## src/rtl/uart_tx_param.sv

```systemverilog
// Parameterised UART transmitter with a one-entry holding buffer and per-frame config.
// The serial line advances one bit per en tick; config is latched with each word.
module uart_tx_param #(
    parameter int unsigned DATA_W = 8
) (
    input  logic              clk,
    input  logic              nReset,
    input  logic              en,
    input  logic [DATA_W-1:0] data,
    input  logic              valid,
    output logic              ready,
    input  logic [3:0]        cfgBits,
    input  logic [1:0]        cfgParity,
    input  logic              cfgStop,
    output logic              out,
    output logic              busy,
    output logic              done
);

    typedef enum logic [2:0] {StIdle, StStart, StData, StParity, StStop} state_e;

    state_e            state_q, state_d;
    logic              buf_full_q, buf_full_d;
    logic [DATA_W-1:0] buf_data_q, buf_data_d;
    logic [3:0]        buf_bits_q, buf_bits_d;
    logic [1:0]        buf_par_q, buf_par_d;
    logic              buf_stop_q, buf_stop_d;
    logic [DATA_W-1:0] shift_q, shift_d;
    logic [3:0]        cnt_q, cnt_d;
    logic              par_en_q, par_en_d;
    logic              par_bit_q, par_bit_d;
    logic              stop2_q, stop2_d;
    logic              out_q, out_d;
    logic              done_q, done_d;

    logic [3:0]        bits_clamped;
    logic [DATA_W-1:0] par_mask;
    logic              buf_par_bit;
    logic              capture;
    logic              last_stop;
    logic              load;

    always_comb begin
        if (cfgBits < 4'd5) begin
            bits_clamped = 4'd5;
        end else if (32'(cfgBits) > DATA_W) begin
            bits_clamped = 4'(DATA_W);
        end else begin
            bits_clamped = cfgBits;
        end
    end

    // Mask wraps to all-ones when buf_bits_q == DATA_W.
    assign par_mask    = (DATA_W'(1) << buf_bits_q) - DATA_W'(1);
    assign buf_par_bit = (^(buf_data_q & par_mask)) ^ (buf_par_q == 2'b10);

    assign capture   = valid && !buf_full_q;
    assign last_stop = (state_q == StStop) && (cnt_q == 4'd1);
    assign load      = en && buf_full_q && ((state_q == StIdle) || last_stop);

    always_ff @(posedge clk) begin
        if (!nReset) begin
            state_q    <= StIdle;
            buf_full_q <= 1'b0;
            buf_data_q <= '0;
            buf_bits_q <= 4'd0;
            buf_par_q  <= 2'b00;
            buf_stop_q <= 1'b0;
            shift_q    <= '0;
            cnt_q      <= 4'd0;
            par_en_q   <= 1'b0;
            par_bit_q  <= 1'b0;
            stop2_q    <= 1'b0;
            out_q      <= 1'b1;
            done_q     <= 1'b0;
        end else begin
            state_q    <= state_d;
            buf_full_q <= buf_full_d;
            buf_data_q <= buf_data_d;
            buf_bits_q <= buf_bits_d;
            buf_par_q  <= buf_par_d;
            buf_stop_q <= buf_stop_d;
            shift_q    <= shift_d;
            cnt_q      <= cnt_d;
            par_en_q   <= par_en_d;
            par_bit_q  <= par_bit_d;
            stop2_q    <= stop2_d;
            out_q      <= out_d;
            done_q     <= done_d;
        end
    end

    always_comb begin
        state_d = state_q;
        if (en) begin
            unique case (state_q)
                StIdle:   if (buf_full_q) state_d = StStart;
                StStart:  state_d = StData;
                StData:   if (cnt_q == 4'd1) state_d = par_en_q ? StParity : StStop;
                StParity: state_d = StStop;
                StStop:   if (cnt_q == 4'd1) state_d = buf_full_q ? StStart : StIdle;
                default:  state_d = StIdle;
            endcase
        end
    end

    always_comb begin
        buf_full_d = buf_full_q;
        buf_data_d = buf_data_q;
        buf_bits_d = buf_bits_q;
        buf_par_d  = buf_par_q;
        buf_stop_d = buf_stop_q;
        shift_d    = shift_q;
        cnt_d      = cnt_q;
        par_en_d   = par_en_q;
        par_bit_d  = par_bit_q;
        stop2_d    = stop2_q;
        out_d      = out_q;
        done_d     = en && last_stop;

        if (capture) begin
            buf_full_d = 1'b1;
            buf_data_d = data;
            buf_bits_d = bits_clamped;
            buf_par_d  = cfgParity;
            buf_stop_d = cfgStop;
        end

        if (en) begin
            unique case (state_q)
                StData: begin
                    if (cnt_q != 4'd1) begin
                        cnt_d = cnt_q - 4'd1;
                    end else if (!par_en_q) begin
                        cnt_d = stop2_q ? 4'd2 : 4'd1;
                    end
                end
                StParity: cnt_d = stop2_q ? 4'd2 : 4'd1;
                StStop:   if (cnt_q != 4'd1) cnt_d = cnt_q - 4'd1;
                default:  ;
            endcase

            // Entering or staying in DATA both emit the current LSB.
            unique case (state_d)
                StStart: out_d = 1'b0;
                StData: begin
                    out_d   = shift_q[0];
                    shift_d = shift_q >> 1;
                end
                StParity: out_d = par_bit_q;
                default:  out_d = 1'b1;
            endcase
        end

        if (load) begin
            buf_full_d = 1'b0;
            shift_d    = buf_data_q;
            cnt_d      = buf_bits_q;
            par_en_d   = ^buf_par_q;
            par_bit_d  = buf_par_bit;
            stop2_d    = buf_stop_q;
        end
    end

    assign ready = !buf_full_q;
    assign busy  = (state_q != StIdle);
    assign out   = out_q;
    assign done  = done_q;

endmodule

```

## config.mk

```make
export PLATFORM = sky130hd
export DESIGN_NAME = uart_tx_param
export DESIGN_NICKNAME = d
export VERILOG_FILES = /design/src/rtl/uart_tx_param.sv
export SDC_FILE = /design/constraint.sdc
export NUM_CORES = 1
export LEC_CHECK = 0
export CAP_MARGIN = 20
export CELL_PAD_IN_SITES_DETAIL_PLACEMENT = 1
export CELL_PAD_IN_SITES_GLOBAL_PLACEMENT = 2
export CORE_ASPECT_RATIO = 1.1
export CORE_UTILIZATION = 32
export DETAILED_ROUTE_END_ITERATION = 16
export GPL_ROUTABILITY_DRIVEN = 1
export PLACE_DENSITY_LB_ADDON = 0.3
export RECOVER_POWER = 100
export SKIP_CTS_REPAIR_TIMING = 1
export SYNTH_ARGS = -nofsm -noshare
export SYNTH_HDL_FRONTEND = slang
export SYNTH_SLANG_ARGS = --single-unit
```

## constraint.sdc

```tcl
create_clock -name clk -period 2.5 [get_ports clk]
set_input_delay 0.5 -clock clk [delete_from_list [all_inputs] [get_ports clk]]
set_output_delay 0.5 -clock clk [all_outputs]
set_load 0.01 [all_outputs]
```

Word level (Yosys, flattened, before mapping)

Cells that the tools add are included.

Add/sub/neg operators: 2
$lt $le $gt $ge: 2
Equal/unequal tests: 12
Shift operators: 1
Mux-type cells: 20
Bitwise logic cells: 3
Reduce and logical (&&, ||, !) cells: 17

Operators by type and width:

| cell                                                        | number |
|---|---|
| two-way mux 4 bit                                           | 7 |
| two-way mux 8 bit                                           | 3 |
| two-way mux 3 bit                                           | 5 |
| one-hot mux 3 bit (5 select lines)                          | 1 |
| equality test 3 x 2 -> 1 bit (second input constant)        | 4 |
| one-hot mux 4 bit (3 select lines)                          | 1 |
| AND 8 bit                                                   | 1 |
| XOR reduction 8 bit                                         | 1 |
| << shifter 1 x 4 -> 8 bit (first input constant)            | 1 |
| subtractor 8 x 2 -> 8 bit (second input constant)           | 1 |
| equality test 3 x 1 -> 1 bit (second input constant)        | 2 |
| logical AND 1 bit                                           | 5 |
| equality test 4 x 1 -> 1 bit (second input constant)        | 1 |
| > comparator 4 bit (second input constant)                  | 1 |
| less-than comparator 4 x 3 -> 1 bit (second input constant) | 1 |
| != test 4 x 1 -> 1 bit (second input constant)              | 1 |
| != test 4 bit (second input constant)                       | 1 |
| AND reduction 4 bit                                         | 1 |
| nonzero test 2 bit                                          | 2 |
| nonzero test 4 bit                                          | 1 |
| subtractor 4 x 1 -> 4 bit (second input constant)           | 1 |
| equality test 3 bit (second input constant)                 | 1 |
| zero test 3 bit                                             | 1 |
| != test 3 x 2 -> 1 bit (second input constant)              | 1 |
| other kinds (12)                                            | 12 |

Register bits: 36
Input bits: 19
Output and inout bits: 4

Longest topological paths before layout

Depth after elaboration: 8
Gate-level depth with buffers: 10
Mapped depth without buffers: 9

Worst setup path after synthesis

OpenSTA, ideal clock, no wires.

Path kind: register -> register
Start: register buf_bits_q[1]
End: register par_bit_q
Library setup time: 0.084 ns
Arrival: 2.149 ns
Data required time: 2.416 ns
Setup slack: 0.267 ns
Cell stages (with the launch flop): 11
Buffers on the path: 1
Cells stage by stage: dfxtp_1 -> clkbuf_8 -> nor2_1 -> nand3b_1 -> ha_1 -> or3_1 -> a21oi_1 -> o21ai_1 -> xnor2_1 -> xnor3_1 -> o31ai_2

Cells in the longest elaborated chain, start to end: 5

RTL lines:

| item                      | line | source |
|---|---|---|
| from (decl)               | 25   | `logic [3:0] buf_bits_q, buf_bits_d;` |
| from (signal assigned)    | 80   | `buf_bits_q <= buf_bits_d;` |
| << shifter 1 x 4 -> 8 bit | 54   | `assign par_mask = (DATA_W'(1) << buf_bits_q) - DATA_W'(1);` |
| subtractor 8 x 2 -> 8 bit | 54   |  |
| AND 8 bit                 | 55   | `assign buf_par_bit = (^(buf_data_q & par_mask)) ^ (buf_par_q == 2'b10);` |
| XOR reduction 8 bit       | 55   |  |
| bitwise XOR 1 bit         | 55   |  |
| to (signal assigned)      | 86   | `par_bit_q <= par_bit_d;` |
| to (decl)                 | 31   | `logic par_bit_q, par_bit_d;` |

No other way between the ends.
A chain may end at the register's enable or synchronous reset.

Worst setup path after layout

Ends and elaborated chain as after synthesis.

==> run metrics <==
worst reg-to-reg setup slack 0.20 ns; period utilisation layout 0.919; reg-to-reg startpoint buf_bits_q[1]; CTS buffer count 5; setup violators final 0; ys flop type dfxtp_1; Placeable Area 5810 um2; Slew @ Worst Pin 0.701 ns; drt total wl 4830 um; Worst IR Drop VDD 0.000284 V; vias 1,723; Post-synth ARST share 0; LEAKAGE 0.898 nW; Final Critical Period 2.30 ns; GRT Total Usage 0.172; clk_lat worst skew 0.29 ns; vias per cell 5.02; DP Cell Count 335; Layout Cells excl Fill 343; Avg Synthesized Cell Area 8.00 um2; IO Port Bufs 22; HP Class flip-flop to flip-flop; final-stage net count 288; first drt pass iteration count 4; synth warn 0; HPWL Detailed 3570 um; Seq/Total Area, Yosys 0.374; cell count after synthesis 241; Clock Skew 0.00322 ns; Worst R2R Path Depth 9; sinks on the clock net 36; CP endpoint par_bit_q; top cells by area, synth dfxtp_1, nand2_1, a21oi_1, nor2_1, mux2i_1; Compound-Gate Fraction of Synth Area 0.201; synthesized-area fraction occupied by adder cells 0.0260; Placement Rows 29; f_max 435 MHz; fin. max-slew vios 0; unrepaired setup endpoints after global routing false; Post-synth top cells nand2_1, dfxtp_1, a21oi_1; drt wl/cell 14.1 um; first-pass GRT wire length 8670 um; gr ovfl total 0; Max clock buf depth 2; Max FO, Critical Path 7; mux cell area share after synthesis 0.0474; cell area after synthesis 1930 um2; CP startpoint buf_bits_q[1]; Cell Pwr Density 629 nW/um2; Synth area leader dfxtp_1; CP endpoint kind flip-flop; I/O pins 23; maxcap violations 0; reg2reg end par_bit_q; H-Tree Depth 2; Initial Utilization 0.332; max_slew headroom 0.532; setup_tns 0 ns; xor and xnor area share after synthesis 0.0526; most frequent cell after synthesis nand2_1; number of synthesized flops with an enable pin 0; CTS root buf clkbuf_8; Final ANT Viol Nets 0; pin count of the biggest net entering global routing 19; Synthesized Nets 264; worst endpoint data arrival time 2.51 ns; CP Class flip-flop to flip-flop; share of layout cells above drive strength 1 0.0789; clock transition at the registers of the reported paths 0.07 ns; Worst Path Required 2.71 ns; CTS tree built; gpl congestion 0.787; die area 6340 um2; status completed; Yosys reg bits 36; vias in the first global route 1,753; endpoints failing hold 0; post-synth top area share 0.374; post-route DRC violation count 0; Horiz. Die Dim 76.0 um; Distinct cells, synth 51; initial antenna violation count 0; Area growth syn-to-layout 20.6%; simple-gate area share of the yosys netlist 0.229; DIE HEIGHT 83.4 um; starting DRC count in detailed routing 52; largest family of logic cells by synthesized area simple AND/OR/NAND/NOR gates; Startpoint Class flip-flop; ant diodes 0
kinds of logic after synthesis:
family,Yosys count
adders and majority gates,4
buffers and inverters,26
muxes,9
xor gates and xnor gates,10
AOI/OAI and AO/OA,61
DFF,36
and+or+nand+nor,95
flip-flops by register name (all words and copies together), names as in the netlist, 2 cells and up:
| register | count |
|---|---|
| cnt_q | 4 |
| buf_bits_q | 4 |
| state_q | 3 |
| buf_par_q | 2 |
| buf_data_q | 8 |
| shift_q | 8 |
per-layer routing:
metal | global-route usage | vias up | share of wire
met5 | 0 | - | 0
met4 | 0.0664 | 0 | 0.019
met3 | 0.0297 | 8 | 0.023
met2 | 0.290 | 25 | 0.48
met1 | 0.217 | 814 | 0.48
li1 | - | 876 | -
critical path, cell delays in order (launching register included):
cell and delay, ns:
dfxtp_1 0.32, nor2_2 0.16, nand3b_1 0.10, ha_1 0.26
or3_1 0.32, a21oi_1 0.15, o21ai_1 0.09, xnor2_1 0.19
xnor3_1 0.44, o31ai_2 0.18
per-stage QoR:
step                      hold WS, ns  utilization  power [mW]  cell area (um2)  setup slack, ns
final                           0.462        0.400        1.46             2320            0.202
after global routing            0.490        0.400        1.56             2320           0.0162
after CTS                       0.460        0.402        1.49             2330            0.119
after detailed placement        0.450        0.383       0.972             2220            0.143
after global placement          0.444        0.383       0.968             2220            0.194
after floorplan                 0.432            -       0.870             1930            0.267
how the worst min path moves through the flow:
stage                         endpoint  cells past startpoint          from  slack, ns
after floorplan                stop2_q                      2    buf_stop_q       0.43
after global placement         stop2_q                      2    buf_stop_q       0.44
after detailed placement       stop2_q                      2    buf_stop_q       0.45
after CTS                      stop2_q                      2    buf_stop_q       0.46
after global routing      buf_par_q[0]                      2  buf_par_q[0]       0.49
final                     buf_par_q[0]                      2  buf_par_q[0]       0.46
report_power, final:
group	leakage [nW]	total (mW)	switching (mW)	internal [mW]
Clock	0.0552	0.510	0.214	0.296
Sequential	0.294	0.649	0.0370	0.612
Combinational	0.548	0.303	0.157	0.146
Total	0.898	1.46	0.408	1.05
layout make-up:
class                   count  area (um2)
multi-input cells         179        1070
clock inverters             2        35.0
well taps                  77        96.3
fillers                   730        3480
flip-flops and latches     36         721
repair buffers             32         285
clock buffers               6        72.6
inverters                  11        41.3
placed cells by master, fill, tap and decap left out, types with 5 or more instances in the layout:
master,count
buf_4,7
mux2i_1,8
o21ai_0,5
inv_1,11
a21oi_1,28
a211oi_1,8
nand2_1,45
nor2_1,21
clkdlybuf4s50_1,16
clkbuf_8,5
dfxtp_1,36
xnor2_1,7
dlygate4sd3_1,6
Note: power is estimated with default switching activity, not from simulation.
